### config.mk
export PLATFORM = sky130hd
export DESIGN_NAME = pc_next_unit_flat
export DESIGN_NICKNAME = d
export VERILOG_FILES = /design/src/rtl/pc_next_unit_if.sv /design/src/rtl/pc_next_unit.sv /design/src/flat_wrapper.sv
export SDC_FILE = /design/constraint.sdc
export NUM_CORES = 1
export LEC_CHECK = 0
export ABC_AREA = 1
export CORE_MARGIN = 2
export CORE_UTILIZATION = 40
export CTS_CLUSTER_SIZE = 8
export DETAILED_ROUTE_END_ITERATION = 12
export PLACE_DENSITY = 0.68
export SKIP_LAST_GASP = 1
export SLEW_MARGIN = 20
export SYNTH_ARGS = -nofsm -noshare
export SYNTH_HDL_FRONTEND = slang
export SYNTH_SLANG_ARGS = --single-unit
export TNS_END_PERCENT = 20
### constraint.sdc
create_clock -name clk -period 2.1 [get_ports clk]
set_input_delay 0.525 -clock clk [delete_from_list [all_inputs] [get_ports clk]]
set_output_delay 0.525 -clock clk [all_outputs]
set_load 0.05 [all_outputs]
### src/rtl/pc_next_unit_if.sv
// rtl/pc_next_unit_if.sv - control inputs and PC outputs of pc_next_unit (branch_count under PC_BRANCH_COUNT_EN)
interface pc_next_unit_if #(
  parameter int WIDTH = 16
);
  logic             stall;
  logic             branch_taken;
  logic [WIDTH-1:0] branch_target;
  logic             halt;
  logic             resume;
  logic [WIDTH-1:0] pc;
  logic [WIDTH-1:0] pc_plus;
  logic             pc_valid;
  logic             halted;
  logic             redirect_pending;
`ifdef PC_BRANCH_COUNT_EN
  logic [7:0]       branch_count;
`endif

  modport master (
    output stall, branch_taken, branch_target, halt, resume,
    input  pc, pc_plus, pc_valid, halted, redirect_pending
`ifdef PC_BRANCH_COUNT_EN
    , input branch_count
`endif
  );

  modport slave (
    input  stall, branch_taken, branch_target, halt, resume,
    output pc, pc_plus, pc_valid, halted, redirect_pending
`ifdef PC_BRANCH_COUNT_EN
    , output branch_count
`endif
  );
endinterface

### src/rtl/pc_next_unit.sv
// rtl/pc_next_unit.sv - PC stage with boot, stall-safe redirect buffer and halt/resume; PC_BRANCH_COUNT_EN adds branch_count
module pc_next_unit #(
  parameter int               WIDTH        = 16,
  parameter logic [WIDTH-1:0] RESET_VECTOR = '0,
  parameter int               INCR         = 2
) (
  input  logic          clk,
  input  logic          rst_n,
  pc_next_unit_if.slave bus
);

  typedef enum logic [1:0] {
    ST_BOOT   = 2'd0,
    ST_RUN    = 2'd1,
    ST_HALTED = 2'd2
  } state_t;

  localparam logic [WIDTH-1:0] INCR_W = WIDTH'(INCR);

  state_t           state_q, state_d;
  logic [WIDTH-1:0] pc_q, pc_d;
  logic             pc_valid_q, pc_valid_d;
  logic             halted_q, halted_d;
  logic             pend_q, pend_d;
  logic [WIDTH-1:0] pend_tgt_q, pend_tgt_d;
  logic [WIDTH-1:0] pc_plus;
  logic [WIDTH-1:0] target_even;

  assign pc_plus     = pc_q + INCR_W;
  assign target_even = {bus.branch_target[WIDTH-1:1], 1'b0};

  always_comb begin
    state_d    = state_q;
    pc_d       = pc_q;
    pc_valid_d = pc_valid_q;
    halted_d   = halted_q;
    pend_d     = pend_q;
    pend_tgt_d = pend_tgt_q;
    unique case (state_q)
      ST_BOOT: begin
        // First fetch is the reset vector itself, so pc is not advanced here.
        state_d    = ST_RUN;
        pc_valid_d = 1'b1;
      end
      ST_RUN: begin
        if (bus.halt) begin
          state_d    = ST_HALTED;
          pc_valid_d = 1'b0;
          halted_d   = 1'b1;
          pend_d     = 1'b0;
          pend_tgt_d = '0;
        end else if (bus.stall && bus.branch_taken) begin
          pend_d     = 1'b1;
          pend_tgt_d = target_even;
        end else if (bus.stall) begin
          pend_d = pend_q;
        end else if (bus.branch_taken) begin
          // A live branch is younger than any buffered one and supersedes it.
          pc_d   = target_even;
          pend_d = 1'b0;
        end else if (pend_q) begin
          pc_d   = pend_tgt_q;
          pend_d = 1'b0;
        end else begin
          pc_d = pc_plus;
        end
      end
      ST_HALTED: begin
        if (bus.resume && !bus.halt) begin
          state_d    = ST_RUN;
          pc_valid_d = 1'b1;
          halted_d   = 1'b0;
        end
      end
      default: begin
        state_d    = ST_BOOT;
        pc_valid_d = 1'b0;
        halted_d   = 1'b0;
        pend_d     = 1'b0;
      end
    endcase
  end

  always_ff @(posedge clk or negedge rst_n) begin
    if (!rst_n) begin
      state_q    <= ST_BOOT;
      pc_q       <= RESET_VECTOR;
      pc_valid_q <= 1'b0;
      halted_q   <= 1'b0;
      pend_q     <= 1'b0;
      pend_tgt_q <= '0;
    end else begin
      state_q    <= state_d;
      pc_q       <= pc_d;
      pc_valid_q <= pc_valid_d;
      halted_q   <= halted_d;
      pend_q     <= pend_d;
      pend_tgt_q <= pend_tgt_d;
    end
  end

  assign bus.pc               = pc_q;
  assign bus.pc_plus          = pc_plus;
  assign bus.pc_valid         = pc_valid_q;
  assign bus.halted           = halted_q;
  assign bus.redirect_pending = pend_q;

`ifdef PC_BRANCH_COUNT_EN
  logic       redirect_load;
  logic [7:0] branch_count_q, branch_count_d;

  // Mirrors the two RUN cases above that load pc from a redirect.
  assign redirect_load = (state_q == ST_RUN) && !bus.halt && !bus.stall &&
                         (bus.branch_taken || pend_q);

  always_comb begin
    branch_count_d = branch_count_q;
    if (redirect_load && (branch_count_q != 8'hFF)) begin
      branch_count_d = branch_count_q + 8'd1;
    end
  end

  always_ff @(posedge clk or negedge rst_n) begin
    if (!rst_n) begin
      branch_count_q <= 8'h00;
    end else begin
      branch_count_q <= branch_count_d;
    end
  end

  assign bus.branch_count = branch_count_q;
`endif

endmodule
### src/flat_wrapper.sv
// flat-port wrapper written by rule: the top's interface ports become plain ports
module pc_next_unit_flat 
#(
  parameter int               WIDTH        = 16,
  parameter logic [WIDTH-1:0] RESET_VECTOR = '0,
  parameter int               INCR         = 2
)
  (clk, rst_n, bus_stall, bus_branch_taken, bus_branch_target, bus_halt, bus_resume, bus_pc, bus_pc_plus, bus_pc_valid, bus_halted, bus_redirect_pending);
  pc_next_unit_if #(.WIDTH(WIDTH)) bus_i ();
  input  logic clk;
  input  logic rst_n;
  input wire logic [$bits(bus_i.stall)-1:0] bus_stall;
  input wire logic [$bits(bus_i.branch_taken)-1:0] bus_branch_taken;
  input wire logic [$bits(bus_i.branch_target)-1:0] bus_branch_target;
  input wire logic [$bits(bus_i.halt)-1:0] bus_halt;
  input wire logic [$bits(bus_i.resume)-1:0] bus_resume;
  output wire logic [$bits(bus_i.pc)-1:0] bus_pc;
  output wire logic [$bits(bus_i.pc_plus)-1:0] bus_pc_plus;
  output wire logic [$bits(bus_i.pc_valid)-1:0] bus_pc_valid;
  output wire logic [$bits(bus_i.halted)-1:0] bus_halted;
  output wire logic [$bits(bus_i.redirect_pending)-1:0] bus_redirect_pending;
  assign bus_i.stall = bus_stall;
  assign bus_i.branch_taken = bus_branch_taken;
  assign bus_i.branch_target = bus_branch_target;
  assign bus_i.halt = bus_halt;
  assign bus_i.resume = bus_resume;
  assign bus_pc = bus_i.pc;
  assign bus_pc_plus = bus_i.pc_plus;
  assign bus_pc_valid = bus_i.pc_valid;
  assign bus_halted = bus_i.halted;
  assign bus_redirect_pending = bus_i.redirect_pending;
  pc_next_unit #(.WIDTH(WIDTH), .RESET_VECTOR(RESET_VECTOR), .INCR(INCR)) u_core (.clk(clk), .rst_n(rst_n), .bus(bus_i));
endmodule
==> reports/results.tsv <==
metric	value	unit
status	finished, final reports clean	
Root Buffer	clkbuf_8	
crit path cell chain	ha_4 > nand3_4 > nor2_4 > nand3_1 > nand2_1 > nand2_2 > buf_12	
Top delay family on crit path	simple AND/OR/NAND/NOR gates	
CTS Buf Count	5	
final-report max-slew violation count	0	
cell taking the most area after synthesis	dfrtp_1	
CP peak stage delay	0.42	ns
via count	2089	
share of the synthesized area in the top cell type	41.3	%
Tmin final	2.08	ns
largest family of logic cells by synthesized area	simple AND/OR/NAND/NOR gates	
die area	5890	um^2
Diodes inserted	0	
fmax	0.481	GHz
asr flop ratio synth	100	%
Seq/Total Area, Yosys	41.3	%
EDFF count, synth	0	
Initial DRT Pass Iterations	4	
DIE HEIGHT	76.8	um
Final Worst Setup Slack	0.0193	ns
fin crit share	99.1	%
Post-Place Worst Slack	0.0992	ns
Worst Path Buf+Inv	1	
crit path max fanout	3	
skew final	0.00342	ns
CTS tree	done	
Max Cap Viol	0	
xor/xnor share of the synthesized area	3.60	%
post-cts hold buffer count	0	
global-route wire length before repair	9500	um
clock latency on the worst-skew pair	0.28	ns
critical path class	flop to output port	
Syn. warnings	0	
Post-Synth Simple-Gate Area	28.4	%
core footprint	5110	um^2
Starting Density	41.5	%
maximum VDD drop	1600	uV
GRT overflow	0	
Cell Pwr Density	1810	nW/um^2
initial antenna violation count	0	
CTS Sinks	35	
number of global-route vias before repair	1986	
Post-Syn Instances	279	
#FFs+latches synth	35	
Cell Rows	26	
die span in x	76.8	um
WP data required	1.57	ns
synthesized area	2120	um^2
Unique masters post-synth	31	
Worst Setup End Kind	output port	
Fin. Hold Viols	0	
routability congestion estimate	0.811	
DRC	0	
Compound-Gate Fraction of Synth Area	15.5	%
Syn-to-layout area delta	48.1	%
antenna viol nets, final	0	
most frequent cells in the layout	nand2_1, inv_1, a21oi_1	
PortBufs	53	
share of layout cells above drive strength 1	26.7	%
final setup vio count	0	
vias per cell	5.03	
most common cell after layout, fill and taps aside	nand2_1	
final hold slack	0.513	ns
synth top area cells	dfrtp_1, nand2_1, a21oi_1	
CP max-delay cell	dfrtp_1	
Clock Pin Slew Worst Setup and Hold Paths	0.07	ns
mux cell area share after synthesis	0	%
TNS Setup	0	ns
Synth Flop Type	dfrtp_1	
final instance area	3140	um^2
Total Nets Final	367	
Post-Synth Adder-Cell Area	0.591	%
wire per inst	13.6	um
HPWL Detailed	3920	um
RSZ-0062 raised after global routing	yes	
Max clock buf depth	2	
Iter 0 DRT Violations	182	
# H-tree levels	2	
DP Area	2890	um^2
type of the tightest min-delay check	flop to flop	
Critical Path Start Type	flop	
pin count of the biggest net entering global routing	36	
syn_area_per_cell	7.59	um^2
Worst Path Arrival	1.56	ns
Post-Route WL	5650	um
Pleak	0.00150	uW
GRT Resource Usage Total	19.9	%
Ports	57	
[cells in the mapped netlist (3+ instances only)]
| cell type | count |
|---|---|
| buf_4 | 5 |
| nand2_1 | 58 |
| inv_2 | 4 |
| o21ai_1 | 11 |
| dfrtp_1 | 35 |
| nand2_2 | 4 |
| inv_1 | 32 |
| clkbuf_1 | 3 |
| o21ai_0 | 13 |
| nand3_1 | 29 |
| nand4_1 | 6 |
| nand3_2 | 3 |
| a21oi_2 | 3 |
| a21oi_1 | 31 |
| nor2_4 | 4 |
| nor2_1 | 15 |
| buf_2 | 3 |
| xor2_1 | 3 |
[state kept, by name, summed over array words and instances, names as in the netlist]
signal                       count
u_core.bus.redirect_pending      1
u_core.state_q                   2
u_core.pend_tgt_q               15
u_core.bus.pc_valid              1
u_core.bus.pc                   15
u_core.bus.halted                1
[metal layers]
layer / share of wire, % / global-route usage, % / vias to the layer above / wire length (um)
met3: 7.6 / 4.59 / 5 / 432
li1: - / - / 1032 / -
met1: 46 / 28.5 / 965 / 2600
met4: 0.55 / 4.36 / 0 / 31
met2: 46 / 30.8 / 87 / 2590
met5: 0 / 0 / - / 0
[worst register-to-register path, delay by kind of cell, from the launching register on]
kind / cells / cell delay, ns
flops: 1 / 0.55
compound gates: 3 / 0.41
buf+inv: 1 / 0.33
simple gates: 1 / 0.17
[path summary, 6_finish.rpt]
| path | from | endpoint | slack, ns | depth (start not counted) |
|---|---|---|---|---|
| setup / recovery | u_core.bus.pc[1]$_DFFE_PN0P_ | bus_pc_plus[15] | 0.02 | 7 |
| hold / removal | u_core.bus.pc_valid$_DFFE_PN0P_ | u_core.bus.pc_valid$_DFFE_PN0P_ | 0.51 | 2 |
| hold reg to reg | u_core.bus.pc_valid$_DFFE_PN0P_ | u_core.bus.pc_valid$_DFFE_PN0P_ | 0.51 | 2 |
| max in group asynchronous | rst_n | u_core.bus.pc[8]$_DFFE_PN0P_ | 1.08 | 2 |
| min in group asynchronous | rst_n | u_core.bus.pc[12]$_DFFE_PN0P_ | 0.66 | 2 |
| setup reg to reg | u_core.bus.redirect_pending$_DFFE_PN0P_ | u_core.bus.pc[2]$_DFFE_PN0P_ | 0.52 | 5 |
[layout make-up]
| class | count | area (um^2) |
|---|---|---|
| Inverter | 37 | 141 |
| Clock buffer | 8 | 100 |
| Sequential cell | 35 | 882 |
| Fill cell | 445 | 1970 |
| Timing Repair Buffer | 70 | 797 |
| Multi-Input combinational cell | 195 | 1130 |
| Tap cell | 70 | 87.6 |
[logic make-up (layout without fill, tap and decap cells)]
kind of cell,after synthesis,in the layout
xor gates and xnor gates,7,7
DFF,35,35
other,1,2
buffers and inverters,50,115
and+or+nand+nor,123,123
adders and majority gates,1,1
AOI/OAI and AO/OA,62,62
[report_power, final]
| group | switching (uW) | total, uW | internal (uW) |
|---|---|---|---|
| Sequential | 300 | 1290 | 985 |
| Clock | 242 | 542 | 300 |
| Combinational | 2340 | 3840 | 1500 |
| Total | 2880 | 5670 | 2790 |
[what timing repair did]
action / 4_1_cts / 5_1_grt
pin swaps: 2 / 3
gates resized for setup: 9 / 6
setup endpoints to repair: 7 / 10
gates cloned: 0 / 0
buffers inserted: 3 / 6
[metrics by stage]
step / cells / utilization [%] / total power (uW)
after floorplan: 280 / - / 3510
after global routing: 415 / 61.4 / 6020
after global placement: 398 / 56.6 / 4860
after detailed placement: 398 / 56.6 / 4900
after CTS: 409 / 59.9 / 5590
final: 415 / 61.4 / 5670
Note: power is estimated with default switching activity, not from simulation.
